===== config.mk =====
export PLATFORM = sky130hd
export DESIGN_NAME = hazard_scoreboard
export DESIGN_NICKNAME = d
export VERILOG_FILES = /design/src/rtl/hazard_pkg.sv /design/src/rtl/hazard_sb_regs.sv /design/src/rtl/hazard_scoreboard.sv
export SDC_FILE = /design/constraint.sdc
export NUM_CORES = 1
export LEC_CHECK = 0
export BUFFER_PORTS_ARGS = -buffer_cell sky130_fd_sc_hd__buf_2
export CORE_ASPECT_RATIO = 1.25
export CORE_MARGIN = 5
export CORE_UTILIZATION = 56
export DETAILED_ROUTE_END_ITERATION = 10
export HOLD_SLACK_MARGIN = 0.03
export PLACE_DENSITY_LB_ADDON = 0.08
export SYNTH_ARGS = -nofsm -noshare
export SYNTH_HDL_FRONTEND = slang
export SYNTH_SLANG_ARGS = --single-unit

===== constraint.sdc =====
create_clock -name clk -period 4.6 [get_ports clk]
set_input_delay 0.69 -clock clk [delete_from_list [all_inputs] [get_ports clk]]
set_output_delay 0.69 -clock clk [all_outputs]
set_load 0.01 [all_outputs]

===== src/rtl/hazard_pkg.sv =====
// Shared encodings for the hazard unit: forward-select codes, exception FSM
// states and default exception vectors.
package hazard_pkg;

    localparam logic [1:0] FWD_RF = 2'b00;
    localparam logic [1:0] FWD_M  = 2'b10;
    localparam logic [1:0] FWD_W  = 2'b01;

    localparam logic [31:0] EXC_VEC_DEFAULT   = 32'hbfc00380;
    localparam logic [31:0] ERET_CODE_DEFAULT = 32'h0000000e;

    typedef enum logic [1:0] {
        EXC_IDLE,
        EXC_FLUSH,
        EXC_DRAIN,
        EXC_REDIRECT
    } exc_state_t;

endpackage


===== src/rtl/hazard_sb_regs.sv =====
// Per-register pending bits and outstanding long-op counter; a completion only
// retires a register that is actually pending, so the counter cannot underflow.
module hazard_sb_regs #(
    parameter int NREG    = 32,
    parameter int RAW     = $clog2(NREG),
    parameter int MAX_OUT = 4,
    parameter int CW      = $clog2(MAX_OUT + 1)
) (
    input  logic            clk_i,
    input  logic            rst_i,
    input  logic            clear_i,
    input  logic            issue_i,
    input  logic [RAW-1:0]  issue_reg_i,
    input  logic            done_i,
    input  logic [RAW-1:0]  done_reg_i,
    output logic [NREG-1:0] pending_o,
    output logic [CW-1:0]   count_o
);

    logic [NREG-1:0] pending_q, pending_d;
    logic [CW-1:0]   count_q, count_d;
    logic            issueEff;
    logic            doneEff;

    // A simultaneous issue and done on the same register nets to "still pending".
    always_comb begin
        issueEff  = issue_i && (issue_reg_i != '0);
        doneEff   = done_i && pending_q[done_reg_i];
        pending_d = pending_q;
        count_d   = count_q;
        if (doneEff) begin
            pending_d[done_reg_i] = 1'b0;
        end
        if (issueEff) begin
            pending_d[issue_reg_i] = 1'b1;
        end
        pending_d[0] = 1'b0;
        case ({issueEff, doneEff})
            2'b10:   count_d = count_q + CW'(1);
            2'b01:   count_d = count_q - CW'(1);
            default: count_d = count_q;
        endcase
        if (clear_i) begin
            pending_d = '0;
            count_d   = '0;
        end
    end

    always_ff @(posedge clk_i or posedge rst_i) begin
        if (rst_i) begin
            pending_q <= '0;
            count_q   <= '0;
        end else begin
            pending_q <= pending_d;
            count_q   <= count_d;
        end
    end

    assign pending_o = pending_q;
    assign count_o   = count_q;

endmodule


===== src/rtl/hazard_scoreboard.sv =====
// Hazard unit for the 5-stage pipeline: forwarding, load-use/branch/jr stalls,
// a long-op scoreboard and an exception FSM that drains long ops before redirecting.
module hazard_scoreboard
    import hazard_pkg::*;
#(
    parameter int          NREG      = 32,
    parameter int          RAW       = $clog2(NREG),
    parameter int          MAX_OUT   = 4,
    parameter logic [31:0] EXC_VEC   = EXC_VEC_DEFAULT,
    parameter logic [31:0] ERET_CODE = ERET_CODE_DEFAULT
) (
    input  logic           clk,
    input  logic           rst,
    input  logic [RAW-1:0] RsD,
    input  logic [RAW-1:0] RtD,
    input  logic           BranchD,
    input  logic           JrD,
    input  logic [RAW-1:0] RsE,
    input  logic [RAW-1:0] RtE,
    input  logic [RAW-1:0] WriteRegE,
    input  logic           RegWriteE,
    input  logic           MemtoRegE,
    input  logic           IssueLongE,
    input  logic [RAW-1:0] WriteRegM,
    input  logic           RegWriteM,
    input  logic           MemtoRegM,
    input  logic [RAW-1:0] WriteRegW,
    input  logic           RegWriteW,
    input  logic           DoneValid,
    input  logic [RAW-1:0] DoneReg,
    input  logic           ExceptSignal,
    input  logic [31:0]    ExceptType,
    input  logic [31:0]    EPCM,
    output logic           StallF,
    output logic           StallD,
    output logic           StallE,
    output logic           FlushF,
    output logic           FlushD,
    output logic           FlushE,
    output logic           FlushM,
    output logic           FlushW,
    output logic           ForwardAD,
    output logic           ForwardBD,
    output logic [1:0]     ForwardAE,
    output logic [1:0]     ForwardBE,
    output logic           PCRedirect,
    output logic [31:0]    NewPC,
    output logic           Busy
);

    localparam int CW = $clog2(MAX_OUT + 1);

    exc_state_t      state_q, state_d;
    logic [31:0]     target_q, target_d;
    logic [NREG-1:0] pending;
    logic [CW-1:0]   count;
    logic            issue;
    logic            loadUse, branchSt, jrSt, sbSt, full, hazard;
    logic            pendRs, pendRt;

    hazard_sb_regs #(
        .NREG    (NREG),
        .RAW     (RAW),
        .MAX_OUT (MAX_OUT),
        .CW      (CW)
    ) u_sb_regs (
        .clk_i       (clk),
        .rst_i       (rst),
        .clear_i     (1'b0),
        .issue_i     (issue),
        .issue_reg_i (WriteRegE),
        .done_i      (DoneValid),
        .done_reg_i  (DoneReg),
        .pending_o   (pending),
        .count_o     (count)
    );

    always_comb begin
        ForwardAE = FWD_RF;
        if (RsE != '0 && RsE == WriteRegM && RegWriteM) begin
            ForwardAE = FWD_M;
        end else if (RsE != '0 && RsE == WriteRegW && RegWriteW) begin
            ForwardAE = FWD_W;
        end
        ForwardBE = FWD_RF;
        if (RtE != '0 && RtE == WriteRegM && RegWriteM) begin
            ForwardBE = FWD_M;
        end else if (RtE != '0 && RtE == WriteRegW && RegWriteW) begin
            ForwardBE = FWD_W;
        end
    end

    assign ForwardAD = (RsD != '0) && (RsD == WriteRegM) && RegWriteM;
    assign ForwardBD = (RtD != '0) && (RtD == WriteRegM) && RegWriteM;

    // A register completing this cycle is already visible to decode through the bypass.
    assign pendRs = (RsD != '0) && pending[RsD] && !(DoneValid && DoneReg == RsD);
    assign pendRt = (RtD != '0) && pending[RtD] && !(DoneValid && DoneReg == RtD);

    assign loadUse  = MemtoRegE && ((RtE == RsD) || (RtE == RtD));
    assign branchSt = BranchD &&
                      ((RegWriteE && ((WriteRegE == RsD) || (WriteRegE == RtD))) ||
                       (MemtoRegM && ((WriteRegM == RsD) || (WriteRegM == RtD))));
    assign jrSt     = JrD && ((RegWriteE && (WriteRegE == RsD)) ||
                              (MemtoRegM && (WriteRegM == RsD)));
    assign sbSt     = pendRs || pendRt;
    assign full     = IssueLongE && (count == CW'(MAX_OUT));
    assign hazard   = loadUse || branchSt || jrSt || sbSt;

    assign issue = IssueLongE && !StallE && !FlushE;

    always_comb begin
        state_d    = state_q;
        target_d   = target_q;
        StallF     = 1'b0;
        StallD     = 1'b0;
        StallE     = 1'b0;
        FlushF     = 1'b0;
        FlushD     = 1'b0;
        FlushE     = 1'b0;
        FlushM     = 1'b0;
        FlushW     = 1'b0;
        PCRedirect = 1'b0;
        NewPC      = '0;
        case (state_q)
            EXC_IDLE: begin
                StallF = hazard || full;
                StallD = hazard || full;
                StallE = full;
                FlushE = hazard && !full;
                if (ExceptSignal) begin
                    state_d  = EXC_FLUSH;
                    target_d = (ExceptType == ERET_CODE) ? EPCM : EXC_VEC;
                end
            end
            EXC_FLUSH: begin
                FlushF  = 1'b1;
                FlushD  = 1'b1;
                FlushE  = 1'b1;
                FlushM  = 1'b1;
                FlushW  = 1'b1;
                state_d = (count != '0) ? EXC_DRAIN : EXC_REDIRECT;
            end
            EXC_DRAIN: begin
                StallF = 1'b1;
                StallD = 1'b1;
                FlushE = 1'b1;
                if (count == '0) begin
                    state_d = EXC_REDIRECT;
                end
            end
            EXC_REDIRECT: begin
                PCRedirect = 1'b1;
                NewPC      = target_q;
                FlushD     = 1'b1;
                state_d    = EXC_IDLE;
            end
            default: state_d = EXC_IDLE;
        endcase
    end

    always_ff @(posedge clk or posedge rst) begin
        if (rst) begin
            state_q  <= EXC_IDLE;
            target_q <= '0;
        end else begin
            state_q  <= state_d;
            target_q <= target_d;
        end
    end

    assign Busy = (state_q != EXC_IDLE);

endmodule


==> Word-level counts from Yosys, hierarchy flattened <==
Cells that the tools add are included.
W data, S select, Z words.
{ "word_totals": {"reg_bits": 68, "inputBits": 116, "output_inout_bits": 48, "word_cells": 129} }
{ "classes": {"n_addsub": 2, "magnitude_cmp": 6, "eq_ne": 23, "n_mux": 29, "n_bitwise": 3, "reduce_logical": 62} }
{ "op_table": {"columns": ["operator", "n"], "rows": [
  ["$mux W32", 4],
  ["$eq A5 B5 Y1", 14],
  ["$logic_and A1 B1 Y1", 33],
  ["$and A32 B32 Y32", 1],
  ["$eq A32 B4 Y1 const B", 1],
  ["$not A32 Y32", 1],
  ["$or A32 B32 Y32", 1],
  ["$reduce_bool A5 Y1", 5],
  ["$lt A5 B6 Y1 const B", 4],
  ["$bmux W1 S5", 3],
  ["$mux W1", 12],
  ["$demux W1 S5", 2],
  ["$ge A5 B1 Y1 const B", 2],
  ["$logic_or A1 B1 Y1", 10],
  ["$mux W2", 4],
  ["$pmux W2 S4", 1],
  ["$eq A2 B2 Y1 const B", 3],
  ["$pmux W3 S2", 1],
  ["$logic_not A1 Y1", 5],
  ["$eq A2 B1 Y1 const B", 2],
  ["$ne A2 B2 Y1 const B", 2],
  ["$pmux W1 S2", 2],
  ["$reduce_and A2 Y1", 2],
  ["$reduce_bool A2 Y1", 2],
  ["7 further kinds", 8]
]} }

==> Longest topological paths before layout <==
Gate-level depths: netlist of run 1.
{ "logic_depth": {"ltp_word": 15, "depth_mapped": 15, "depth_no_buf": 13} }

==> Hierarchy <==
Synthesis of run 1 repeated with hierarchy kept, for this count alone.
{ "hier_totals": {"cells_unflattened": 575, "hier_area_um2": 5371.4} }
{ "by_module_without_submodules": {"columns": ["module", "instances", "cells_each", "area_each_um2"], "rows": [
  ["hazard_scoreboard", 1, 322, 3074.2],
  ["hazard_sb_regs", 1, 253, 2297.2]
]} }

==> Worst setup path after synthesis of run 1 <==
Ideal clock, no wire load.
{ "synth_timing": {"path_type": "input port to flip-flop", "start": "input port RsD[1]", "end": "register u_sb_regs.count_q[2], in the netlist u_sb_regs.count_o[2]", "arrival_time_ns": 3.215, "path_slack_ns": 1.260, "stages": 15, "n_path_buf": 2, "path_cell_list": "buf_2 buf_2 mux4_2 nand2b_1 a31oi_1 o21ai_0 a2bb2oi_2 a21oi_2 or3_1 ha_1 inv_1 fa_1 xor2_1 nor2_1 xor2_1"} }
{ "synth_between": {"elab_chain_cells": 15, "elab_cells_between_ends": 36} }
{ "synth_rtl": {"columns": ["element", "line", "text"], "rows": [
  ["start, declared", "hazard_scoreboard.sv:14", "input logic [RAW-1:0] RsD,"],
  ["branches (longest 7 deep; another with $bmux W1 S5)", null, null],
  ["$logic_or A1 B1 Y1 (*)", "hazard_scoreboard.sv:108", "assign hazard = loadUse || branchSt || jrSt || sbSt;"],
  ["$logic_and A1 B1 Y1 (*)", "hazard_scoreboard.sv:130", "FlushE = hazard && !full;"],
  ["$pmux W1 S2 (*)", "hazard_scoreboard.sv:125", "case (state_q)"],
  ["$logic_not A1 Y1 (*)", "hazard_scoreboard.sv:110", "assign issue = IssueLongE && !StallE && !FlushE;"],
  ["$logic_and A1 B1 Y1 (*)", "hazard_scoreboard.sv:110", null],
  ["$logic_and A1 B1 Y1 (*)", "hazard_sb_regs.sv:27", "issueEff = issue_i && (issue_reg_i != '0);"],
  ["$eq A2 B1 Y1 or $eq A2 B2 Y1 (tied branches)", "hazard_sb_regs.sv:38", "case ({issueEff, doneEff})"],
  ["$pmux W3 S2 or $reduce_bool A2 Y1 (tied branches)", null, null],
  ["end signal, assigned", "hazard_sb_regs.sv:55", "count_q <= count_d;"],
  ["end, declared", "hazard_sb_regs.sv:21", "logic [CW-1:0] count_q, count_d;"]
]} }
Mark *: on every way between the ends. The select of a mux whose other input is x is not followed.
A chain may end at the register's enable or synchronous reset.

==> Worst setup path after layout of run 1 <==
{ "layout_timing": {"start": "input port RtD[0]", "end": "output port FlushE"} }
{ "layout_between": {"elab_chain_cells": 10, "elab_cells_between_ends": 25} }
{ "layout_rtl": {"columns": ["element", "line", "text"], "rows": [
  ["start, declared", "hazard_scoreboard.sv:15", "input logic [RAW-1:0] RtD,"],
  ["branches (longest 7 deep; another with $bmux W1 S5)", null, null],
  ["$logic_or A1 B1 Y1 (*)", "hazard_scoreboard.sv:108", null],
  ["$logic_and A1 B1 Y1 (*)", "hazard_scoreboard.sv:130", null],
  ["$pmux W1 S2 (*)", "hazard_scoreboard.sv:125", null],
  ["end, declared", "hazard_scoreboard.sv:39", "output logic FlushE,"]
]} }
Marked as above.

==> results of run 1 <==
logic make-up (layout without fill, tap and decap cells):
group / after synthesis / count (layout) / synth area share [%]
AOI/OAI and AO/OA: 119 / 119 / 17.5
DFF: 68 / 68 / 34.2
adders and majority gates: 7 / 7 / 1.91
xor gates and xnor gates: 63 / 63 / 11.1
buffers and inverters: 59 / 196 / 5.69
muxes: 30 / 30 / 11.2
and+or+nand+nor: 158 / 158 / 18.4
placed cells by master, fill, tap and decap left out, types with 5 or more instances in the layout:
cell	n
buf_2	163
dfrtp_1	68
xnor2_1	48
and2_1	34
o31ai_1	32
o21ai_0	26
nand2_1	24
a22o_1	20
nand3_1	17
mux4_2	16
xor2_1	15
inv_1	12
nor4_1	12
o22a_1	12
nand2b_1	12
clkbuf_8	11
nor2_1	10
nand4_1	8
nor2b_1	7
o21ai_1	7
or3_1	6
nand3b_1	6
mux2i_1	6
ha_1	6
mux2_2	5
or4_1	5
routing by layer:
layer / routed length [um] / vias to the layer above / part of all wire (%)
li1: - / 2114 / -
met1: 5500 / 2171 / 37
met2: 7510 / 252 / 51
met3: 1290 / 38 / 8.7
met4: 482 / 0 / 3.3
met5: 0 / - / 0
area by class of cell:
cell class	count	area, um^2	area share (%)
Tap cell	120	150	2.53
Timing Repair Buffer	167	846	14.2
Clock inverter	4	47.5	0.801
Sequential cell	68	1700	28.6
Multi-Input combinational cell	377	2990	50.3
Clock buffer	12	155	2.61
Inverter	13	48.8	0.822
how the worst min path moves through the flow:
stage,to,cells after the start,slack [ns],startpoint
2_1_floorplan,u_sb_regs.count_o[2],1,0.46,u_sb_regs.count_o[2]
3_3_place_gp,target_q[5],1,0.48,target_q[5]
3_5_place_dp,target_q[1],1,0.49,target_q[1]
4_1_cts,u_sb_regs.count_o[2],1,0.50,u_sb_regs.count_o[2]
5_1_grt,target_q[1],1,0.52,target_q[1]
6_report,u_sb_regs.pending_o[19],2,0.50,rst
flip-flops by register name (all words and copies together) (netlist names):
| name | count |
|---|---|
| u_sb_regs.count_o | 3 |
| target_q | 32 |
| u_sb_regs.pending_o | 31 |
| state_q | 2 |
power groups by stage:
stage               sequential, mW  clock, mW  combinational, mW
global placement             0.609          0              0.200
global route                 0.597      0.539              0.225
detailed placement           0.609          0              0.205
CTS                          0.597      0.514              0.206
floorplan                    0.609          0              0.127
finish                       0.598      0.501              0.206
through the flow:
| step | cells | hold WS, ns | worst slack [ns] | power (mW) | utilization, % |
|---|---|---|---|---|---|
| final | 761 | 0.500 | 0.881 | 1.30 | 68.3 |
| after global routing | 761 | 0.517 | 0.787 | 1.36 | 68.3 |
| after CTS | 761 | 0.502 | 0.870 | 1.32 | 68.3 |
| after detailed placement | 745 | 0.486 | 0.799 | 0.815 | 65.9 |
| after global placement | 745 | 0.479 | 0.857 | 0.809 | 65.9 |
| after floorplan | 504 | 0.464 | 1.26 | 0.736 | - |
==> reports/metrics.csv, run 1 <==
stage,metric,value,unit
outcome,status,"complete, no violations",
power,Lkg Pwr,2.73,nW
worst_setup_path,Worst setup startpoint,RtD[0],
clock_network,CTS max path bufs,2,
worst_setup_path,CP cell instances,"buf_2, mux4_1, nor2b_1, o311ai_0, a32o_1, a31oi_2, a21oi_2, buf_4, nand2b_1, buf_2",
floorplanning,die area,10900,um^2
sta,Worst-Margin Slew,0.990,ns
global_routing,gr usage total,28.0,%
final_layout,layout cells sized above 1,33.4,%
sta,Worst slew margin,34.0,%
detailed_routing,DRC violations left,0,
global_routing,global-route wire length before repair,23700,um
floorplanning,Rows,38,
worst_setup_path,r2r endpoint,u_sb_regs.count_o[2],
clock_network,cts hold-fix bufs,0,
floorplanning,Die Y,115,um
logic_synthesis,dominant cell by count in the synthesized netlist,dfrtp_1,
logic_synthesis,top_reg_cell synth,dfrtp_1,
sta,Slew Limit Fails,0,
sta,setup tns final,0,ns
detailed_routing,Initial DRC Count,327,
logic_synthesis,asr flop ratio synth,100,%
detailed_routing,vias,4575,
worst_setup_path,CP Buf/Inv Count,3,
sta,Peak Freq,269,MHz
final_layout,post-route cell area,5940,um^2
place,Post-DP Area,5740,um^2
worst_setup_path,CP peak stage delay,0.60,ns
sta,Final Skew,0.00644,ns
worst_setup_path,crit path launch type,input pin,
global_routing,GRT busiest layer,met2,
floorplanning,# IOs,164,
logic_synthesis,"Seq/Total Area, Yosys",34.2,%
worst_setup_path,Critical Path Most Common Cell,buf_2,
worst_hold_path,min-delay worst type,input pin to async pin,
sta,RSZ-0062 raised after global routing,no,
sta,post-layout min period,3.72,ns
sta,fin crit share,80.8,%
worst_setup_path,end of the critical path,FlushE,
logic_synthesis,synthesized area,4970,um^2
power,VDD IR max,0.163,mV
worst_setup_path,Crit-path slowest cell,mux4_1,
worst_setup_path,total stage count of the critical path,10,
detailed_routing,Pre-antenna DRT Iters,5,
global_routing,met3 usage,6.87,%
logic_synthesis,Cells after Synth,504,
logic_synthesis,top cell type by total area after synthesis,dfrtp_1,
logic_synthesis,Yosys warnings,0,
worst_setup_path,worst endpoint data arrival time,3.03,ns
global_routing,met1 usage,33.1,%
worst_setup_path,crit-path leading delay family,compound AO/OA/AOI/OAI gates,
job,MaxCap Viol Count,0,
final_layout,nets@finish,759,
worst_setup_path,WP data required,3.91,ns
detailed_routing,drt total wl,14800,um
global_routing,largest net degree at the start of global routing,40,
power,Net Switching,338,uW
worst_setup_path,reg2reg start,u_sb_regs.pending_o[4],
clock_network,Sink Count,68,
clock_network,H-tree depth,3,
sta,final setup fails,0,
floorplanning,initial core utilization,57.1,%
detailed_routing,DR WL/cell,19.4,um
power,clock power share,38.4,%
logic_synthesis,"EDFF count, synth",0,
floorplanning,core area,8700,um^2
worst_setup_path,Reg2Reg Depth,13,
place,GPL Wtd Cong,0.951,
logic_synthesis,Synth top area share,34.2,%
worst_setup_path,flop2flop setup slack,1.44,ns
clock_network,Clock transition at path regs,0.07,ns
worst_setup_path,crit path max fanout,32,
final_layout,Antenna diodes,0,
place,I/O Buffers,163,
clock_network,CTS resizes,0,
global_routing,vias in the first global route,4785,
clock_network,Root Driver,clkbuf_8,
logic_synthesis,Area contributors post-synth,"dfrtp_1 34%, xnor2_1 8.5%, mux4_2 7.3%",
logic_synthesis,syn_nets,627,
power,Sw Share,25.9,%
global_routing,initial antenna violation count,0,
logic_synthesis,Yosys reg bits,68,
sta,Final Hold Fails,0,
worst_setup_path,critical path capture point type,output pin,
final_layout,Area Growth Syn to Fin,19.5,%
floorplanning,width of the die,94.3,um
logic_synthesis,commonest cells in the netlist,"68 x dfrtp_1, 48 x xnor2_1, 34 x and2_1",
detailed_routing,mean number of vias per cell,6.01,
clock_network,CTS buffer count,9,
clock_network,CTS tree,yes,
global_routing,GR Overflow Total,0,
global_routing,met2 Use GR,48.5,%
worst_setup_path,critical path class,input pin to output pin,
place,DP HPWL,11400,um
detailed_routing,Antenna Nets Post-Route,0,
final_layout,filler instances,717,
power,Internal Power,967,uW
power,sequential power share,45.8,%
logic_synthesis,syn avg cell area,9.86,um^2
logic_synthesis,"Distinct cells, synth",56,
power,power per cell area,220,nW/um^2
clock_network,post-CTS setup buffers,0,
clock_network,clk_lat worst skew,0.34,ns
power,Logic pwr share,15.8,%
No activity file was read; power rests on OpenSTA's default activity.
==> run 2, diff against run 1 <==
- CORE_UTILIZATION: 56 -> 47
- clock period: 4.6 -> 3.3 ns (I/O delays scaled with it)
==> run 2 against run 1 <==
Sequential share of layout area down 1.6 points. Utilization down 8.2 points. Hold slack worse by 0.25 ns. Sequential power up 39%. Largest cell class unchanged.
==> reports/metrics.csv, run 2 (same netlist as run 1, synthesis figures left out) <==
stage,metric,value,unit,change
detailed_routing,Pre-antenna DRT Iters,4,,was 5
clock_network,Clock transition at path regs,0.06,ns,was 0.07 ns
clock_network,Sink Count,68,,unchanged
detailed_routing,vias,4642,,was 4575
final_layout,"commonest non-fill, non-tap cell in the layout",buf_2,,unchanged
final_layout,filler instances,920,,was 717
detailed_routing,DRC violations left,0,,unchanged
sta,final setup fails,0,,unchanged
clock_network,CTS max path bufs,2,,unchanged
sta,Final Skew,0.00627,ns,was 0.00644 ns
detailed_routing,Initial DRC Count,268,,was 327
clock_network,CTS tree,yes,,unchanged
worst_setup_path,CP peak stage delay,0.48,ns,was 0.60 ns
global_routing,gr usage total,24.8,%,was 28.0%
worst_setup_path,CP cell instances,"mux4_2, nor2b_1, o311ai_1, a32o_2, a31oi_4, buf_4, a21oi_1, or3_4, buf_2",,"was buf_2, mux4_1, nor2b_1, o311ai_0, a32o_1, a31oi_2, a21oi_2, buf_4, nand2b_1, buf_2"
floorplanning,core area,10500,um^2,was 8700 um^2
final_layout,Antenna diodes,0,,unchanged
final_layout,"Most flops, register",target_q,,unchanged
place,dpl cells,780,,was 745
clock_network,CTS buffer count,9,,unchanged
place,GPL Wtd Cong,0.882,,was 0.951
detailed_routing,Antenna Nets Post-Route,0,,unchanged
floorplanning,Rows,42,,was 38
sta,Worst slew margin,55.5,%,was 34.0%
sta,hold slack,0.253,ns,was 0.500 ns
place,DP HPWL,12100,um,was 11400 um
power,Lkg Pwr,2.90,nW,was 2.73 nW
sta,fin crit share,96.9,%,
floorplanning,Die Y,125,um,was 115 um
worst_setup_path,CP Buf/Inv Count,2,,was 3
global_routing,GR Overflow Total,0,,unchanged
floorplanning,# IOs,164,,unchanged
final_layout,max FFs per register,32,,unchanged
sta,Final Hold Fails,0,,unchanged
power,VDD IR max,0.249,mV,was 0.163 mV
sta,Peak Freq,313,MHz,
worst_setup_path,Worst setup startpoint,u_sb_regs.pending_o[7],,was RtD[0]
clock_network,cts hold-fix bufs,0,,unchanged
worst_setup_path,total stage count of the critical path,9,,was 10
detailed_routing,top layer in use,met4,,unchanged
detailed_routing,mean number of vias per cell,5.83,,was 6.01
worst_setup_path,Crit-path slowest cell,mux4_2,,was mux4_1
sta,post-layout min period,3.20,ns,
worst_setup_path,crit path launch type,register,,was input pin
detailed_routing,met3 wire length,1340,um,was 1290 um
floorplanning,width of the die,102,um,was 94.3 um
job,MaxCap Viol Count,0,,unchanged
sta,RSZ-0062 raised after global routing,no,,unchanged
power,power per cell area,353,nW/um^2,was 220 nW/um^2
clock_network,H-tree depth,3,,unchanged
sta,Worst-Margin Slew,0.667,ns,was 0.990 ns
detailed_routing,drt total wl,15600,um,was 14800 um
detailed_routing,metal2 WL,7790,um,was 7510 um
clock_network,Root Driver,clkbuf_16,,was clkbuf_8
global_routing,initial antenna violation count,0,,unchanged
outcome,status,"complete, no violations",,unchanged
worst_setup_path,crit path max fanout,4,,was 32
floorplanning,die area,12700,um^2,was 10900 um^2
final_layout,layout cells sized above 1,36.4,%,was 33.4%
worst_setup_path,Reg2Reg Depth,14,,was 13
place,I/O Buffers,163,,unchanged
worst_setup_path,WP data required,2.80,ns,was 3.91 ns
clock_network,clk_lat worst skew,0.34,ns,about the same
detailed_routing,met1 WL,6060,um,was 5500 um
final_layout,Area Growth Syn to Fin,26.5,%,was 19.5%
detailed_routing,DR WL/cell,19.5,um,was 19.4 um
worst_setup_path,reg2reg start,u_sb_regs.pending_o[4],,unchanged
global_routing,global-route wire length before repair,24900,um,was 23700 um
final_layout,"commonest non-fill, non-tap cells in the layout","163 x buf_2, 68 x dfrtp_1, 48 x xnor2_1",,unchanged
worst_hold_path,min-delay worst type,input pin to async pin,,unchanged
sta,Slew Limit Fails,0,,unchanged
global_routing,largest net degree at the start of global routing,36,,was 40
worst_setup_path,crit-path leading delay family,compound AO/OA/AOI/OAI gates,,unchanged
worst_setup_path,critical path class,register to output pin,,was input pin to output pin
final_layout,Non-Filler Instances,796,,was 761
floorplanning,initial core utilization,47.5,%,was 57.1%
final_layout,nets@finish,782,,was 759
global_routing,vias in the first global route,4880,,was 4785
final_layout,flip-flop and latch area,1700,um^2,unchanged
final_layout,Multi-input gate area,3000,um^2,was 2990 um^2
worst_setup_path,worst endpoint data arrival time,2.70,ns,was 3.03 ns
worst_setup_path,critical path capture point type,output pin,,unchanged
==> run 2: changes by cell type in the layout (fill, tap and decap cells not counted), moves of 2 or more <==
cell and delta:
clkbuf_8 -9, mux4_2 +2, buf_4 +21, clkinv_2 -2, mux4_1 -2, clkbuf_16 +9
==> run 2: area by class of cell <==
| class | instances | area share [%] |
|---|---|---|
| clock buffer | 11 | 4.02 |
| timing repair buffer | 190 | 16.5 |
| sequential | 68 | 27.1 |
| inverter | 13 | 0.776 |
| multi-input combinational | 377 | 47.7 |
| tap | 132 | 2.63 |
| clock inverter | 5 | 1.33 |
==> run 2: path summary, 6_finish.rpt <==
| check | to | slack [ns] |
|---|---|---|
| max | StallD | 0.10 |
| min | target_q[27] | 0.25 |
| max reg2reg | u_sb_regs.count_o[2] | 0.22 |
| min reg2reg | target_q[23] | 0.50 |
| max in group asynchronous | u_sb_regs.pending_o[22] | 2.30 |
| min in group clk | target_q[9] | 0.37 |
==> run 2: through the flow <==
step | setup TNS, ns | util [%] | setup slack (ns) | area [um^2] | total power, mW
after floorplan | 0 | - | 0.155 | 4970 | 1.03
after global routing | 0 | 60.1 | 0.0349 | 6280 | 2.29
after CTS | 0 | 60.1 | 0.0243 | 6280 | 2.23
after detailed placement | -0.370 | 56.8 | -0.166 | 5940 | 1.16
after global placement | -0.173 | 56.8 | -0.104 | 5940 | 1.15
final | 0 | 60.1 | 0.104 | 6280 | 2.22
==> run 2: routing by layer <==
metal,vias to the layer above,GRT usage [%]
met5,-,0
met4,0,10.3
met3,28,5.01
met2,232,41.9
met1,2227,30.5
li1,2155,-
==> run 2: power by group <==
part,internal (mW),leakage [nW],switching (mW)
combinational,0.145,1.81,0.167
sequential,0.834,0.940,0
clock,0.704,0.158,0.367
total,1.68,2.90,0.534
==> run 2: what timing repair did <==
action | in CTS | in global routing
setup buffers | 0 | 0
pin swaps | 0 | 2
cloned | 0 | 0
setup endpoints to repair | 3 | 3
resized for setup | 3 | 4
==> run 3, diff against run 2 <==
- BUFFER_PORTS_ARGS: -buffer_cell sky130_fd_sc_hd__buf_2 -> -buffer_cell sky130_fd_sc_hd__buf_4
- CORE_UTILIZATION: 47 -> 56
- CTS_CLUSTER_DIAMETER: unset -> 30
- clock period: 3.3 -> 3.7 ns (I/O delays scaled with it)
==> run 3 against run 2 <==
Register-to-register slack better by 0.28 ns. Count of clock-buffer cells in the layout is the same. Combinational power decreased by 7.1%. Power decreased by 29%. Global-route usage rose by 2.7 points. Clock skew is 0.0041 ns higher. Via count fell by 1.1%. Hold slack improved by 0.17 ns. Critical path depth is 1 higher. Sequential cell count unchanged.
==> reports/metrics.csv, run 3 (same netlist as run 1, synthesis figures left out) <==
stage,metric,value,unit,change
clock_network,Root Driver,clkbuf_8,,was clkbuf_16
job,MaxCap Viol Count,0,,unchanged
final_layout,flip-flop and latch area,1700,um^2,unchanged
worst_setup_path,crit-path leading delay family,compound AO/OA/AOI/OAI gates,,unchanged
detailed_routing,DRC violations left,0,,unchanged
final_layout,post-route cell area,6320,um^2,was 6280 um^2
worst_setup_path,CP cell instances,"buf_4, mux4_1, nor2b_1, o311ai_0, a32o_1, a31oi_2, a21oi_2, buf_4, nand2b_1, buf_4",,"was mux4_2, nor2b_1, o311ai_1, a32o_2, a31oi_4, buf_4, a21oi_1, or3_4, buf_2"
power,Lkg Pwr,2.82,nW,was 2.90 nW
place,dpl cells,745,,was 780
global_routing,met1 usage,30.8,%,was 30.5%
clock_network,CTS resizes,0,,was 3
detailed_routing,mean number of vias per cell,6.04,,was 5.83
sta,Final Hold Fails,0,,unchanged
final_layout,Multi-input gate area,2990,um^2,was 3000 um^2
place,Post-DP Area,6140,um^2,was 5940 um^2
final_layout,Antenna diodes,0,,unchanged
worst_hold_path,min-delay worst type,input pin to register,,was input pin to async pin
detailed_routing,drt total wl,14700,um,was 15600 um
worst_setup_path,worst endpoint data arrival time,2.78,ns,was 2.70 ns
clock_network,H-tree depth,3,,unchanged
power,Tot Pwr,1.58,mW,was 2.22 mW
sta,RSZ-0062 raised after global routing,no,,unchanged
floorplanning,Die Y,115,um,was 125 um
final_layout,"commonest non-fill, non-tap cell in the layout",buf_4,,was buf_2
floorplanning,initial core utilization,57.1,%,was 47.5%
final_layout,layout cells sized above 1,33.4,%,was 36.4%
detailed_routing,Pre-antenna DRT Iters,5,,was 4
clock_network,CTS buffer count,9,,unchanged
floorplanning,core area,8700,um^2,was 10500 um^2
worst_setup_path,reg2reg start,u_sb_regs.pending_o[9],,was u_sb_regs.pending_o[4]
detailed_routing,DR WL/cell,19.4,um,was 19.5 um
global_routing,global-route wire length before repair,23200,um,was 24900 um
global_routing,vias in the first global route,4709,,was 4880
sta,Final Skew,0.0104,ns,was 0.00627 ns
global_routing,largest net degree at the start of global routing,69,,was 36
worst_setup_path,crit path max fanout,32,,was 4
worst_setup_path,WP data required,3.14,ns,was 2.80 ns
floorplanning,Rows,38,,was 42
global_routing,initial antenna violation count,0,,unchanged
sta,post-layout min period,3.34,ns,
sta,setup tns final,0,ns,unchanged
detailed_routing,Initial DRC Count,235,,was 268
global_routing,GRT busiest layer,met2,,unchanged
detailed_routing,vias,4592,,was 4642
sta,Slew Limit Fails,0,,unchanged
clock_network,Clock transition at path regs,0.07,ns,was 0.06 ns
sta,Worst Slack Setup Final,0.361,ns,was 0.104 ns
global_routing,gr usage total,27.5,%,was 24.8%
outcome,status,"complete, no violations",,unchanged
clock_network,CTS tree,yes,,unchanged
power,VDD IR max,0.201,mV,was 0.249 mV
sta,fin crit share,90.3,%,
clock_network,CTS max path bufs,2,,unchanged
sta,Peak Freq,299,MHz,
clock_network,post-CTS setup buffers,0,,unchanged
sta,Worst-Margin Slew,0.951,ns,was 0.667 ns
final_layout,"commonest non-fill, non-tap cells in the layout","167 x buf_4, 68 x dfrtp_1, 48 x xnor2_1",,"was 163 x buf_2, 68 x dfrtp_1, 48 x xnor2_1"
final_layout,Area Growth Syn to Fin,27.2,%,was 26.5%
detailed_routing,Antenna Nets Post-Route,0,,unchanged
worst_setup_path,Worst setup startpoint,RtD[0],,was u_sb_regs.pending_o[7]
worst_setup_path,Critical Path Most Common Cell,buf_4,,
worst_hold_path,Min-Delay Startpoint,EPCM[31],,
worst_setup_path,CP Buf/Inv Count,3,,was 2
final_layout,nets@finish,759,,was 782
place,DP Worst Slack,0.169,ns,was -0.166 ns
sta,Worst slew margin,36.6,%,was 55.5%
global_routing,GR Overflow Total,0,,unchanged
worst_setup_path,CP peak stage delay,0.57,ns,was 0.48 ns
floorplanning,die area,10900,um^2,was 12700 um^2
final_layout,"Most flops, register",target_q,,unchanged
worst_setup_path,critical path capture point type,output pin,,unchanged
place,GPL Wtd Cong,0.959,,was 0.882
worst_setup_path,critical path class,input pin to output pin,,was register to output pin
final_layout,filler instances,672,,was 920
worst_setup_path,Crit-path slowest cell,mux4_1,,was mux4_2
final_layout,max FFs per register,32,,unchanged
floorplanning,width of the die,94.3,um,was 102 um
final_layout,Non-Filler Instances,760,,was 796
sta,final setup fails,0,,unchanged
place,DP HPWL,11500,um,was 12100 um
power,power per cell area,249,nW/um^2,was 353 nW/um^2
floorplanning,# IOs,164,,unchanged
clock_network,Sink Count,68,,unchanged
global_routing,met3 usage,7.46,%,was 5.01%
clock_network,cts hold-fix bufs,0,,unchanged
clock_network,clk_lat worst skew,0.34,ns,about the same
worst_setup_path,crit path launch type,input pin,,was register
global_routing,met2 Use GR,48.5,%,was 41.9%
place,I/O Buffers,163,,unchanged
run 3: metrics by stage:
stage / util [%] / hold slack [ns]
floorplan: - / 0.464
global placement: 70.6 / 0.480
detailed placement: 70.6 / 0.485
CTS: 72.6 / 0.406
global route: 72.6 / 0.403
finish: 72.6 / 0.422
run 3: layer usage:
metal | wire [um] | vias up
met2 | 7590 | 245
li1 | - | 2111
met1 | 5390 | 2187
met5 | 0 | -
met4 | 508 | 0
met3 | 1260 | 49
run 3: final timing paths:
kind | endpoint | slack, ns | depth (start not counted)
hold reg to reg | target_q[31] | 0.50 | 1
setup / recovery | FlushE | 0.36 | 10
max in group asynchronous | u_sb_regs.count_o[1] | 2.69 | 3
setup reg to reg | u_sb_regs.count_o[2] | 0.50 | 13
min in group asynchronous | u_sb_regs.pending_o[31] | 0.46 | 3
hold / removal | target_q[31] | 0.42 | 2
run 3: cell type report:
cell class	count	area share [%]
Sequential cell	68	26.9
Multi-Input combinational cell	377	47.3
Clock inverter	4	0.396
Tap cell	120	2.38
Clock buffer	11	2.40
Timing Repair Buffer	167	19.8
Inverter	13	0.772
run 3: where the power goes:
part | switching [mW] | total (mW) | internal (mW)
clock network | 0.269 | 0.542 | 0.273
logic | 0.140 | 0.290 | 0.149
registers | 0 | 0.743 | 0.743
